$ cat src/rtl/alu_result_fifo_if.sv
// Handshake and status bundle between the ALU result FIFO and its
// producer/consumer. The FIFO takes the slave view; whatever feeds it
// and drains it takes the master view.
interface alu_result_fifo_if #(
    parameter int AW = 2,
    parameter int CW = 8
) ();

    logic          in_valid;
    logic          in_ready;
    logic [2:0]    in_op;
    logic [3:0]    in_result;
    logic          in_overflow;
    logic          in_zero;

    logic          out_valid;
    logic          out_ready;
    logic [2:0]    out_op;
    logic [3:0]    out_result;
    logic          out_overflow;
    logic          out_zero;

    logic [AW:0]   level;
    logic          ovf_sticky;
    logic [CW-1:0] ovf_count;
    logic          clr_status;

    modport master (
        output in_valid, in_op, in_result, in_overflow, in_zero,
        output out_ready, clr_status,
        input  in_ready, out_valid, out_op, out_result, out_overflow, out_zero,
        input  level, ovf_sticky, ovf_count
    );

    modport slave (
        input  in_valid, in_op, in_result, in_overflow, in_zero,
        input  out_ready, clr_status,
        output in_ready, out_valid, out_op, out_result, out_overflow, out_zero,
        output level, ovf_sticky, ovf_count
    );

endinterface

$ cat src/rtl/alu_result_fifo.sv
// ALU result FIFO: buffers {op, result, overflow, zero} tuples from the
// combinational ALU and hands them to a possibly stalling consumer under
// valid/ready. Also keeps a sticky overflow flag and a saturating count of
// accepted overflow results.
module alu_result_fifo #(
    parameter int DEPTH = 4,
    parameter int AW    = 2,
    parameter int CW    = 8
) (
    input  logic              clk,
    input  logic              rst,
    alu_result_fifo_if.slave  bus
);

    localparam logic [AW:0]   FULL_LEVEL = (AW+1)'(DEPTH);
    localparam logic [CW-1:0] CNT_MAX    = '1;

    // Tuple layout: [8:6] op, [5:2] result, [1] overflow, [0] zero
    logic [8:0]    mem [DEPTH];

    logic [AW-1:0] rdPtr_q, rdPtr_d;
    logic [AW-1:0] wrPtr_q, wrPtr_d;
    logic [AW:0]   level_q, level_d;
    logic          sticky_q, sticky_d;
    logic [CW-1:0] count_q, count_d;

    logic          inReady;
    logic          outValid;
    logic          push;
    logic          pop;
    logic          ovfPush;
    logic [8:0]    head;

    // Handshake qualifiers come only from the registered level, so there is
    // no combinational path from in_valid or out_ready to either ready/valid.
    assign inReady  = (level_q != FULL_LEVEL);
    assign outValid = (level_q != '0);
    assign push     = bus.in_valid && inReady;
    assign pop      = outValid && bus.out_ready;
    assign ovfPush  = push && bus.in_overflow;
    assign head     = mem[rdPtr_q];

    // Next-state for pointers, occupancy and overflow status; a same-cycle
    // overflow push beats clr_status so no event is lost.
    always_comb begin
        rdPtr_d  = rdPtr_q;
        wrPtr_d  = wrPtr_q;
        level_d  = level_q;
        sticky_d = sticky_q;
        count_d  = count_q;

        if (push) begin
            wrPtr_d = wrPtr_q + AW'(1);
        end
        if (pop) begin
            rdPtr_d = rdPtr_q + AW'(1);
        end
        if (push && !pop) begin
            level_d = level_q + (AW+1)'(1);
        end else if (pop && !push) begin
            level_d = level_q - (AW+1)'(1);
        end

        if (bus.clr_status) begin
            sticky_d = 1'b0;
            count_d  = '0;
        end
        if (ovfPush) begin
            sticky_d = 1'b1;
            if (bus.clr_status) begin
                count_d = CW'(1);
            end else if (count_q != CNT_MAX) begin
                count_d = count_q + CW'(1);
            end
        end
    end

    // Control and status registers, cleared asynchronously so a reset in
    // the middle of traffic throws away every buffered entry at once.
    always_ff @(posedge clk or posedge rst) begin
        if (rst) begin
            rdPtr_q  <= '0;
            wrPtr_q  <= '0;
            level_q  <= '0;
            sticky_q <= 1'b0;
            count_q  <= '0;
        end else begin
            rdPtr_q  <= rdPtr_d;
            wrPtr_q  <= wrPtr_d;
            level_q  <= level_d;
            sticky_q <= sticky_d;
            count_q  <= count_d;
        end
    end

    // Tuple storage; contents are don't-care until written, since out_* is
    // masked whenever the FIFO is empty.
    always_ff @(posedge clk) begin
        if (push) begin
            mem[wrPtr_q] <= {bus.in_op, bus.in_result, bus.in_overflow, bus.in_zero};
        end
    end

    assign bus.in_ready     = inReady;
    assign bus.out_valid    = outValid;
    assign bus.out_op       = outValid ? head[8:6] : 3'b000;
    assign bus.out_result   = outValid ? head[5:2] : 4'b0000;
    assign bus.out_overflow = outValid ? head[1]   : 1'b0;
    assign bus.out_zero     = outValid ? head[0]   : 1'b0;
    assign bus.level        = level_q;
    assign bus.ovf_sticky   = sticky_q;
    assign bus.ovf_count    = count_q;

endmodule

$ cat src/flat_wrapper.sv
// flat-port wrapper written by rule: the top's interface ports become plain ports
module alu_result_fifo_flat 
#(
    parameter int DEPTH = 4,
    parameter int AW    = 2,
    parameter int CW    = 8
)
  (clk, rst, bus_in_valid, bus_in_op, bus_in_result, bus_in_overflow, bus_in_zero, bus_out_ready, bus_clr_status, bus_in_ready, bus_out_valid, bus_out_op, bus_out_result, bus_out_overflow, bus_out_zero, bus_level, bus_ovf_sticky, bus_ovf_count);
  alu_result_fifo_if #(.AW(AW), .CW(CW)) bus_i ();
  input  logic clk;
  input  logic rst;
  input wire logic [$bits(bus_i.in_valid)-1:0] bus_in_valid;
  input wire logic [$bits(bus_i.in_op)-1:0] bus_in_op;
  input wire logic [$bits(bus_i.in_result)-1:0] bus_in_result;
  input wire logic [$bits(bus_i.in_overflow)-1:0] bus_in_overflow;
  input wire logic [$bits(bus_i.in_zero)-1:0] bus_in_zero;
  input wire logic [$bits(bus_i.out_ready)-1:0] bus_out_ready;
  input wire logic [$bits(bus_i.clr_status)-1:0] bus_clr_status;
  output wire logic [$bits(bus_i.in_ready)-1:0] bus_in_ready;
  output wire logic [$bits(bus_i.out_valid)-1:0] bus_out_valid;
  output wire logic [$bits(bus_i.out_op)-1:0] bus_out_op;
  output wire logic [$bits(bus_i.out_result)-1:0] bus_out_result;
  output wire logic [$bits(bus_i.out_overflow)-1:0] bus_out_overflow;
  output wire logic [$bits(bus_i.out_zero)-1:0] bus_out_zero;
  output wire logic [$bits(bus_i.level)-1:0] bus_level;
  output wire logic [$bits(bus_i.ovf_sticky)-1:0] bus_ovf_sticky;
  output wire logic [$bits(bus_i.ovf_count)-1:0] bus_ovf_count;
  assign bus_i.in_valid = bus_in_valid;
  assign bus_i.in_op = bus_in_op;
  assign bus_i.in_result = bus_in_result;
  assign bus_i.in_overflow = bus_in_overflow;
  assign bus_i.in_zero = bus_in_zero;
  assign bus_i.out_ready = bus_out_ready;
  assign bus_i.clr_status = bus_clr_status;
  assign bus_in_ready = bus_i.in_ready;
  assign bus_out_valid = bus_i.out_valid;
  assign bus_out_op = bus_i.out_op;
  assign bus_out_result = bus_i.out_result;
  assign bus_out_overflow = bus_i.out_overflow;
  assign bus_out_zero = bus_i.out_zero;
  assign bus_level = bus_i.level;
  assign bus_ovf_sticky = bus_i.ovf_sticky;
  assign bus_ovf_count = bus_i.ovf_count;
  alu_result_fifo #(.DEPTH(DEPTH), .AW(AW), .CW(CW)) u_core (.clk(clk), .rst(rst), .bus(bus_i));
endmodule
$ cat config.mk
export PLATFORM = sky130hd
export DESIGN_NAME = alu_result_fifo_flat
export DESIGN_NICKNAME = d
export VERILOG_FILES = /design/src/rtl/alu_result_fifo_if.sv /design/src/rtl/alu_result_fifo.sv /design/src/flat_wrapper.sv
export SDC_FILE = /design/constraint.sdc
export NUM_CORES = 1
export LEC_CHECK = 0
export CORE_MARGIN = 1.5
export CORE_UTILIZATION = 47
export DETAILED_ROUTE_END_ITERATION = 8
export PLACE_DENSITY = 0.75
export SKIP_CTS_REPAIR_TIMING = 1
export SYNTH_ARGS = -nofsm -noshare
export SYNTH_HDL_FRONTEND = slang
export SYNTH_SLANG_ARGS = --single-unit
$ cat constraint.sdc
create_clock -name clk -period 2.2 [get_ports clk]
set_input_delay 0.33 -clock clk [delete_from_list [all_inputs] [get_ports clk]]
set_output_delay 0.33 -clock clk [all_outputs]
set_load 0.005 [all_outputs]
======== Word level (Yosys, flattened, before mapping) ========
Memories as Yosys holds them, arrays and structs flattened.
Cells that the tools add are included.
word-level totals
  output and inout bits ................... 23
  input bits .............................. 14
  bits in registers ....................... 16
  bits in latches ......................... 0
  RAM bits ................................ 36
  bits in read-only memories .............. 0
  memories ................................ 1
memories
  name        words  width  rd ports  clocked after Yosys merged registers in  write ports  line                   text
  u_core.mem  4      9      1         0                                        1            alu_result_fifo.sv:19  logic [8:0] mem [DEPTH];
cells by class
  bitwise logic cells ..................... 0
  div/mod/pow operators ................... 0
  multipliers ............................. 0
  eq/ne operators ......................... 2
  shifts and indexed selects .............. 0
  $lt $le $gt $ge ......................... 0
  $add $sub $neg .......................... 5
  reductions and logical operators ........ 10
  mux-type cells .......................... 14
operators with widths
  cell                                                                count
  8-bit two-way mux                                                   4
  3-bit two-way mux                                                   3
  8-bit by 1-bit adder with 8-bit output, second input constant       1
  8-bit != test, second input constant                                1
  1-bit two-way mux                                                   6
  1-bit logical AND                                                   5
  2-bit by 1-bit adder with 2-bit output, second input constant       2
  4-bit two-way mux                                                   1
  2-bit nonzero test                                                  2
  3-bit by 1-bit adder with 3-bit output, second input constant       1
  3-bit != test, second input constant                                1
  3-bit nonzero test                                                  1
  3-bit by 1-bit subtractor with 3-bit output, second input constant  1
  1-bit logical NOT                                                   2

======== Logic depth before layout (Yosys ltp) ========
Gate-level depths: netlist (run 1).
  depth in word-level cells ............... 6
  depth in mapped cells ................... 10
  mapped depth without buffers ............ 9

======== Worst setup path after synthesis (run 1) ========
OpenSTA, ideal clock, no wires.
  path type ............................... register to register
  start point ............................. reg u_core.level_q[0] (netlist: u_core.bus.level[0])
  end point ............................... reg u_core.level_q[1] (netlist: u_core.bus.level[1])
  path slack .............................. 15 ps
  data required time ...................... 2075 ps
  arrival time ............................ 2060 ps
  path buffers ............................ 1
  stages on the path, launching flop included .. 9
  cells stage by stage .................... dfrtp_1 > or3b_4 > buf_2 > nand2_1 > inv_1 > ha_1 > inv_1 > fa_1 > mux2_2
between the ends
  elaborated cells on any way between the ends .. 13
  those cells by class .................... add/sub (2); eq/ne (1); mux (2); reduce/logical (8)
RTL lines
  what                         line                   text
  start: declaration           alu_result_fifo.sv:23  logic [AW:0] level_q, level_d;
  start signal: assignment     alu_result_fifo.sv:90  level_q <= level_d;
  3-bit != test                alu_result_fifo.sv:36  assign inReady = (level_q != FULL_LEVEL);
  named net bus_in_ready       flat_wrapper.sv:19     output wire logic [$bits(bus_i.in_ready)-1:0] bus_in_ready;
  1-bit logical AND            alu_result_fifo.sv:38  assign push = bus.in_valid && inReady;
  named net u_core.push        alu_result_fifo.sv:29  logic push;
  1-bit logical AND            alu_result_fifo.sv:58  if (push && !pop) begin
  3-bit two-way mux            alu_result_fifo.sv:58
  named net u_core.level_d[1]  alu_result_fifo.sv:23
The timed path passes the listed nets, and every way through them passes these cells. The select of a mux whose other input is x is not followed.
A chain may end at the register's enable or synchronous reset.

======== Worst setup path in the final report (run 1) ========
  start point ............................. reg u_core.level_q[0] (netlist: u_core.bus.level[0])
  end point ............................... reg u_core.level_q[2] (netlist: u_core.bus.level[2])
between the ends
  longest elaborated chain between the ends .. 5
  elaborated cells on any way between the ends .. 13
  those cells by class .................... add/sub (2); eq/ne (1); mux (2); reduce/logical (8)
ends and longest elaborated chain
  what
  parallel branches: the longest is 5 deep, another holds 3-bit by 1-bit subtractor with 3-bit output
Several ways; the timed one is not identified. The select of a mux whose other input is x is not followed.

==> results of run 1 <==
==> cells in the mapped netlist, types with 2 or more instances <==
| master | count |
|---|---|
| edfxtp_1 | 36 |
| dfrtp_1 | 16 |
| and2_1 | 9 |
| mux4_2 | 9 |
| inv_1 | 7 |
| ha_1 | 6 |
| and3_1 | 5 |
| nand3_1 | 5 |
| a31oi_1 | 4 |
| o21ai_0 | 4 |
| xnor2_1 | 4 |
| and4_1 | 3 |
| nand2_1 | 3 |
| a211oi_1 | 2 |
| a21oi_1 | 2 |
| a311oi_1 | 2 |
| and4_4 | 2 |
| buf_2 | 2 |
| clkbuf_1 | 2 |
| nor2_1 | 2 |
| xor2_1 | 2 |
==> placed cells by master, fill, tap and decap left out, types with 5 or more instances in the layout <==
master and instances:
nand3_1 5, dfrtp_1 15, clkdlybuf4s50_1 26, dlymetal6s2s_1 10, clkbuf_8 7, mux4_2 9
ha_1 6, edfxtp_1 36, inv_1 7, and2_1 9, and3_1 5, buf_4 8
==> metal layers <==
| layer | vias up | track usage [%] | routed length (microns) |
|---|---|---|---|
| met5 | - | 0 | 0 |
| met3 | 10 | 3.472 | 191 |
| met1 | 664 | 21.41 | 1752 |
| met2 | 45 | 30.97 | 2223 |
| li1 | 633 | - | - |
| met4 | 0 | 7.757 | 84 |
==> layout make-up <==
class / instances / area, sq um
Sequential cell: 52 / 1483
Multi-Input combinational cell: 76 / 708.2
Inverter: 7 / 26.28
Clock buffer: 8 / 100.1
Timing Repair Buffer: 45 / 465.4
Tap cell: 52 / 65.06
Fill cell: 319 / 1627
==> state kept, by name, summed over array words and instances (netlist names) <==
register and cells:
u_core.mem 36, u_core.bus.ovf_sticky 1, u_core.bus.level 3, u_core.bus.ovf_count 8, u_core.rdPtr_q 2, u_core.wrPtr_q 2
==> stage by stage <==
| step | cell area [sq um] | std cells | setup TNS (ps) | power, W |
|---|---|---|---|---|
| after floorplan | 2246 | 141 | 0 | 0.002068 |
| after global placement | 2689 | 228 | 0 | 0.002627 |
| after detailed placement | 2689 | 228 | 0 | 0.002691 |
| after CTS | 2789 | 236 | -760.2 | 0.003265 |
| after global routing | 2848 | 240 | -29.88 | 0.003436 |
| final | 2848 | 240 | 0 | 0.003243 |
==> worst max-delay path by stage <==
| stage | depth (start not counted) | slack (ps) | end | from |
|---|---|---|---|---|
| finish | 8 | 50 | u_core.bus.level[2] | u_core.bus.level[0] |
| CTS | 4 | -100 | bus_out_result[1] | u_core.rdPtr_q[0] |
| floorplan | 8 | 20 | u_core.bus.level[1] | u_core.bus.level[0] |
| global route | 8 | -20 | u_core.bus.level[2] | u_core.bus.level[0] |
| global placement | 9 | 150 | u_core.bus.level[2] | bus_in_valid |
| detailed placement | 9 | 30 | u_core.bus.level[2] | bus_in_valid |
==> where the power goes <==
group          switching [W]  total, W  leakage, nW  internal (W)
Sequential          0.000134   0.00141        0.534       0.00128
Combinational       0.000493   0.00126        0.554      0.000770
Clock               0.000284  0.000571       0.0515      0.000287
Total               0.000910   0.00324         1.14       0.00233
==> cell families (layout without fill, tap and decap cells) <==
logic type | after synthesis | count (layout) | synth area share (%)
muxes | 10 | 10 | 9.526
AOI/OAI and AO/OA | 16 | 16 | 4.568
buffers and inverters | 13 | 60 | 2.619
DFF | 52 | 52 | 65.96
and+or+nand+nor | 37 | 37 | 10.75
xor gates and xnor gates | 6 | 6 | 2.340
adders and majority gates | 7 | 7 | 4.234
==> worst max-delay path, cell delays in order (launching register included) <==
cell,delay [ps]
dfrtp_1,410
or3_1,390
nand2_1,120
ha_1,190
inv_1,60
fa_1,380
xor2_1,190
nor2_1,130
xor2_1,190
==> flow_summary.yaml, run 1 <==
status:
  status: "completed"
sta:
  tightest_slew_ps: 620.2
  setup_ws_ps: 51.51
  fin_skew_ps: 7.136
  max_freq_mhz: 465.4
  whs_ps: 399.0
  max-slew-margin-rel_pct: 58.61
  finalHoldViolations: 0
  setup_viol: 0
  fin_crit_ps: 2148
  drv_slew: 0
  fin_crit_sh_pct: 97.66
grt:
  grt_start_max_net_pins: 17
  grt_use_total_pct: 17.72
  grt_remaining_overflow: 0
  antenna_found_initial: 0
  grt_pass1_wl_mm: 6.796
  grt_pass1_vias: 1420
logic_synthesis:
  synth-seq-area-share_pct: 65.96
  netlist_top_cells_area: "edfxtp_1, dfrtp_1, mux4_2"
  synth_top_area_share_pct: 48.13
  synth_cells: 141
  syn-num-nets: 162
  synthArstFlopShare_pct: 30.77
  ys.flop_type: "edfxtp_1"
  synth_edf_count: 36
  yosysWarnings: 0
  ys_ff_latch: 52
  synth_area_leader_cell: "edfxtp_1"
  ys_types: 35
  avgSynthCellArea_sq_um: 15.93
  synthesis.area_sq_um: 2246
critical_path:
  cp.required_ps: 2420
  rrSetupSlack_ps: 50
  worstSetupStartpointType: "flop"
  r2r_end: "u_core.bus.level[2]"
  worst-setup-path-type: "flop to flop"
  cp.arrival_ps: 2370
  crit_fanout: 4
  cp-end-kind: "flop"
  worst_r2r_startpoint: "u_core.bus.level[0]"
  r2r_cells: 8
final_layout:
  fin_util_pct: 63.65
  syn2layout_area_growth_pct: 26.80
  nets: 208
  diodes: 0
  drive_gt1_share_pct: 17.02
clocking:
  clk_latency_ps: 300
  clk_pin_slew_ps: 90
  numClockSinks: 52
  cts_buffer_depth: 2
  cts_root_buf: "clkbuf_8"
  cts_tree: "yes"
  cts_made_buffers: 5
  htreeDepth: 2
die:
  die_w_microns: 72.13
  fp.dieH_microns: 72.13
  rows: 24
  dieArea_sq_um: 5202
  pin_count: 37
  start_util_pct: 50.20
  core-area_sq_um: 4474
routing:
  routedWlPerCell_microns: 17.71
  drt-total-wl_mm: 4.250
  ant_nets: 0
  dr.pass1.iters: 4
  via_per_inst: 5.633
  drc_errors: 0
  initialDrtViolationCount: 97
  num_vias: 1352
place:
  io_buffers: 36
  gp_congestion: 0.7706
  place_hpwl_mm: 2.916
  pre_cts_slack_ps: 32.05
pwr:
  irDropWorstVdd_mv: 0.5069
  p_leak_nw: 1.140
  power.density_nw_per_um2: 1139
flow_run:
  maxCapViolations: 0
min_path:
  min_path_type: "primary input to async pin"
Power figures use the tool's default switching activity.
==> inputs of run 2 (changes only) <==
- CORE_UTILIZATION: 47 -> 40
- PLACE_DENSITY: 0.75 -> 0.65
==> run 2 against run 1 <==
Compared with the run above:
- critical path depth fell by 2
- first-iteration DRC count is 70% lower
- combinational power rose by 6%
- highest routed layer unchanged
- critical path type is now flop to primary output
==> flow_summary.yaml, run 2 (synthesis gave the netlist of run 1 again) <==
clocking:
  cts_root_buf: "clkbuf_8"
  clk_latency_ps: 300
  clk_pin_slew_ps: 90
  cts_made_buffers: 5
  numClockSinks: 52
  cts_buffer_depth: 2
  cts_tree: "yes"
  htreeDepth: 2
grt:
  grt_pass1_wl_mm: 6.748
  grt_use_total_pct: 14.91
  antenna_found_initial: 0
  grt_pass1_vias: 1420
  grt_start_max_net_pins: 17
  grt_remaining_overflow: 0
routing:
  initialDrtViolationCount: 29
  ant_nets: 0
  routedWlPerCell_microns: 16.04
  dr.pass1.iters: 4
  num_vias: 1396
  drt-total-wl_mm: 4.267
  drc_errors: 0
  via_per_inst: 5.248
final_layout:
  largest_reg_flops: 36
  syn2layout_area_growth_pct: 29.58
  final_cells: 266
  nets: 214
  nFillCells: 473
  top_register: "u_core.mem"
  diodes: 0
  fin_util_pct: 53.18
  drive_gt1_share_pct: 19.59
  seqCellArea_sq_um: 1484
  layout_common_cells: "edfxtp_1, clkdlybuf4s50_1, dfrtp_1"
  multi_input_area_sq_um: 705.7
  layout_commonest_cell: "edfxtp_1"
sta:
  finalHoldViolations: 0
  setup_ws_ps: 84.09
  max_freq_mhz: 472.6
  setup_viol: 0
  fin_skew_ps: 5.759
  drv_slew: 0
  whs_ps: 447.2
  rsz0062_at_grt: "false"
  fin_crit_ps: 2116
  max-slew-margin-rel_pct: 57.22
  tightest_slew_ps: 641.0
  fin_crit_sh_pct: 96.18
pwr:
  irDropWorstVdd_mv: 0.4604
  p_leak_nw: 1.159
  power.density_nw_per_um2: 1130
min_path:
  min_path_type: "primary input to async pin"
die:
  fp.dieH_microns: 77.93
  rows: 27
  die_w_microns: 77.93
  pin_count: 37
  dieArea_sq_um: 6073
  start_util_pct: 41.04
  core-area_sq_um: 5473
place:
  dp_cells: 249
  io_buffers: 36
  gp_congestion: 0.7361
  pre_cts_slack_ps: 57.08
  place_hpwl_mm: 2.921
critical_path:
  crit_fanout: 5
  cp_common_cell: "buf_6"
  path_buf_inv: 4
  worstSetupStartpointType: "flop"
  slowest_delay_ps: 470
  cp-end-kind: "primary output"
  cp.arrival_ps: 1790
  worst-setup-path-type: "flop to primary output"
  crit_slowest_cell: "mux4_2"
  cp.required_ps: 1870
  path_cells: "buf_6 -> buf_6 -> buf_4 -> mux4_2 -> and2_1 -> dlymetal6s2s_1"
  cp_top_family: "buffers and inverters"
flow_run:
  maxCapViolations: 0
status:
  status: "completed"
## run 2: cell count changes in the layout (fill, tap and decap cells not counted)
cell | previous run | this run
buf_4 | 8 | 11
buf_6 | 0 | 4
dlymetal6s2s_1 | 10 | 9
dfrtp_1 | 15 | 14
clkbuf_8 | 7 | 6
clkinvlp_4 | 0 | 1
clkdlybuf4s50_1 | 26 | 27
dfrtp_2 | 1 | 2
buf_12 | 1 | 0
nand2_2 | 1 | 0
nand2_1 | 2 | 3
## run 2: path summary, 6_finish.rpt
check	start	endpoint	slack [ps]	depth (start not counted)
setup / recovery	u_core.rdPtr_q[0]	bus_out_result[1]	80	6
hold / removal	rst	u_core.bus.level[2]	450	2
setup reg to reg	u_core.bus.level[0]	u_core.bus.level[2]	120	8
hold reg to reg	u_core.bus.level[2]	u_core.bus.level[2]	520	1
max in group asynchronous	rst	u_core.rdPtr_q[1]	1310	2
min in group clk	u_core.bus.level[2]	u_core.bus.level[2]	520	1
## run 2: per-stage QoR
step	instance area [sq um]	total power [W]	setup TNS (ps)
after global placement	2709	0.002630	0
after detailed placement	2709	0.002677	0
after CTS	2803	0.003217	-653.7
final	2910	0.003289	0
after floorplan	2246	0.002068	0
after global routing	2910	0.003487	0
## run 2: metal layers
metal / GRT usage (%) / up-vias / wire length [microns] / share of wire (%)
met2: 27.74 / 51 / 2273 / 53
met5: 0 / - / 0 / 0
met4: 4.286 / 0 / 50 / 1.2
met1: 16.49 / 699 / 1689 / 40
li1: - / 640 / - / -
met3: 4.118 / 6 / 254 / 6.0
## run 2: area by class of cell
type                            count  share of cell area (%)
Sequential cell                    52                   50.99
Multi-Input combinational cell     76                   24.25
Timing Repair Buffer               51                   17.54
Tap cell                           72                   3.095
Clock buffer                        7                   2.966
Inverter                            7                  0.9028
Clock inverter                      1                  0.2580
## run 2: report_power, final
part	switching, W	internal, W
logic	0.000502	0.000836
clock network	0.000291	0.000256
registers	0.000126	0.00128
total	0.000918	0.00237
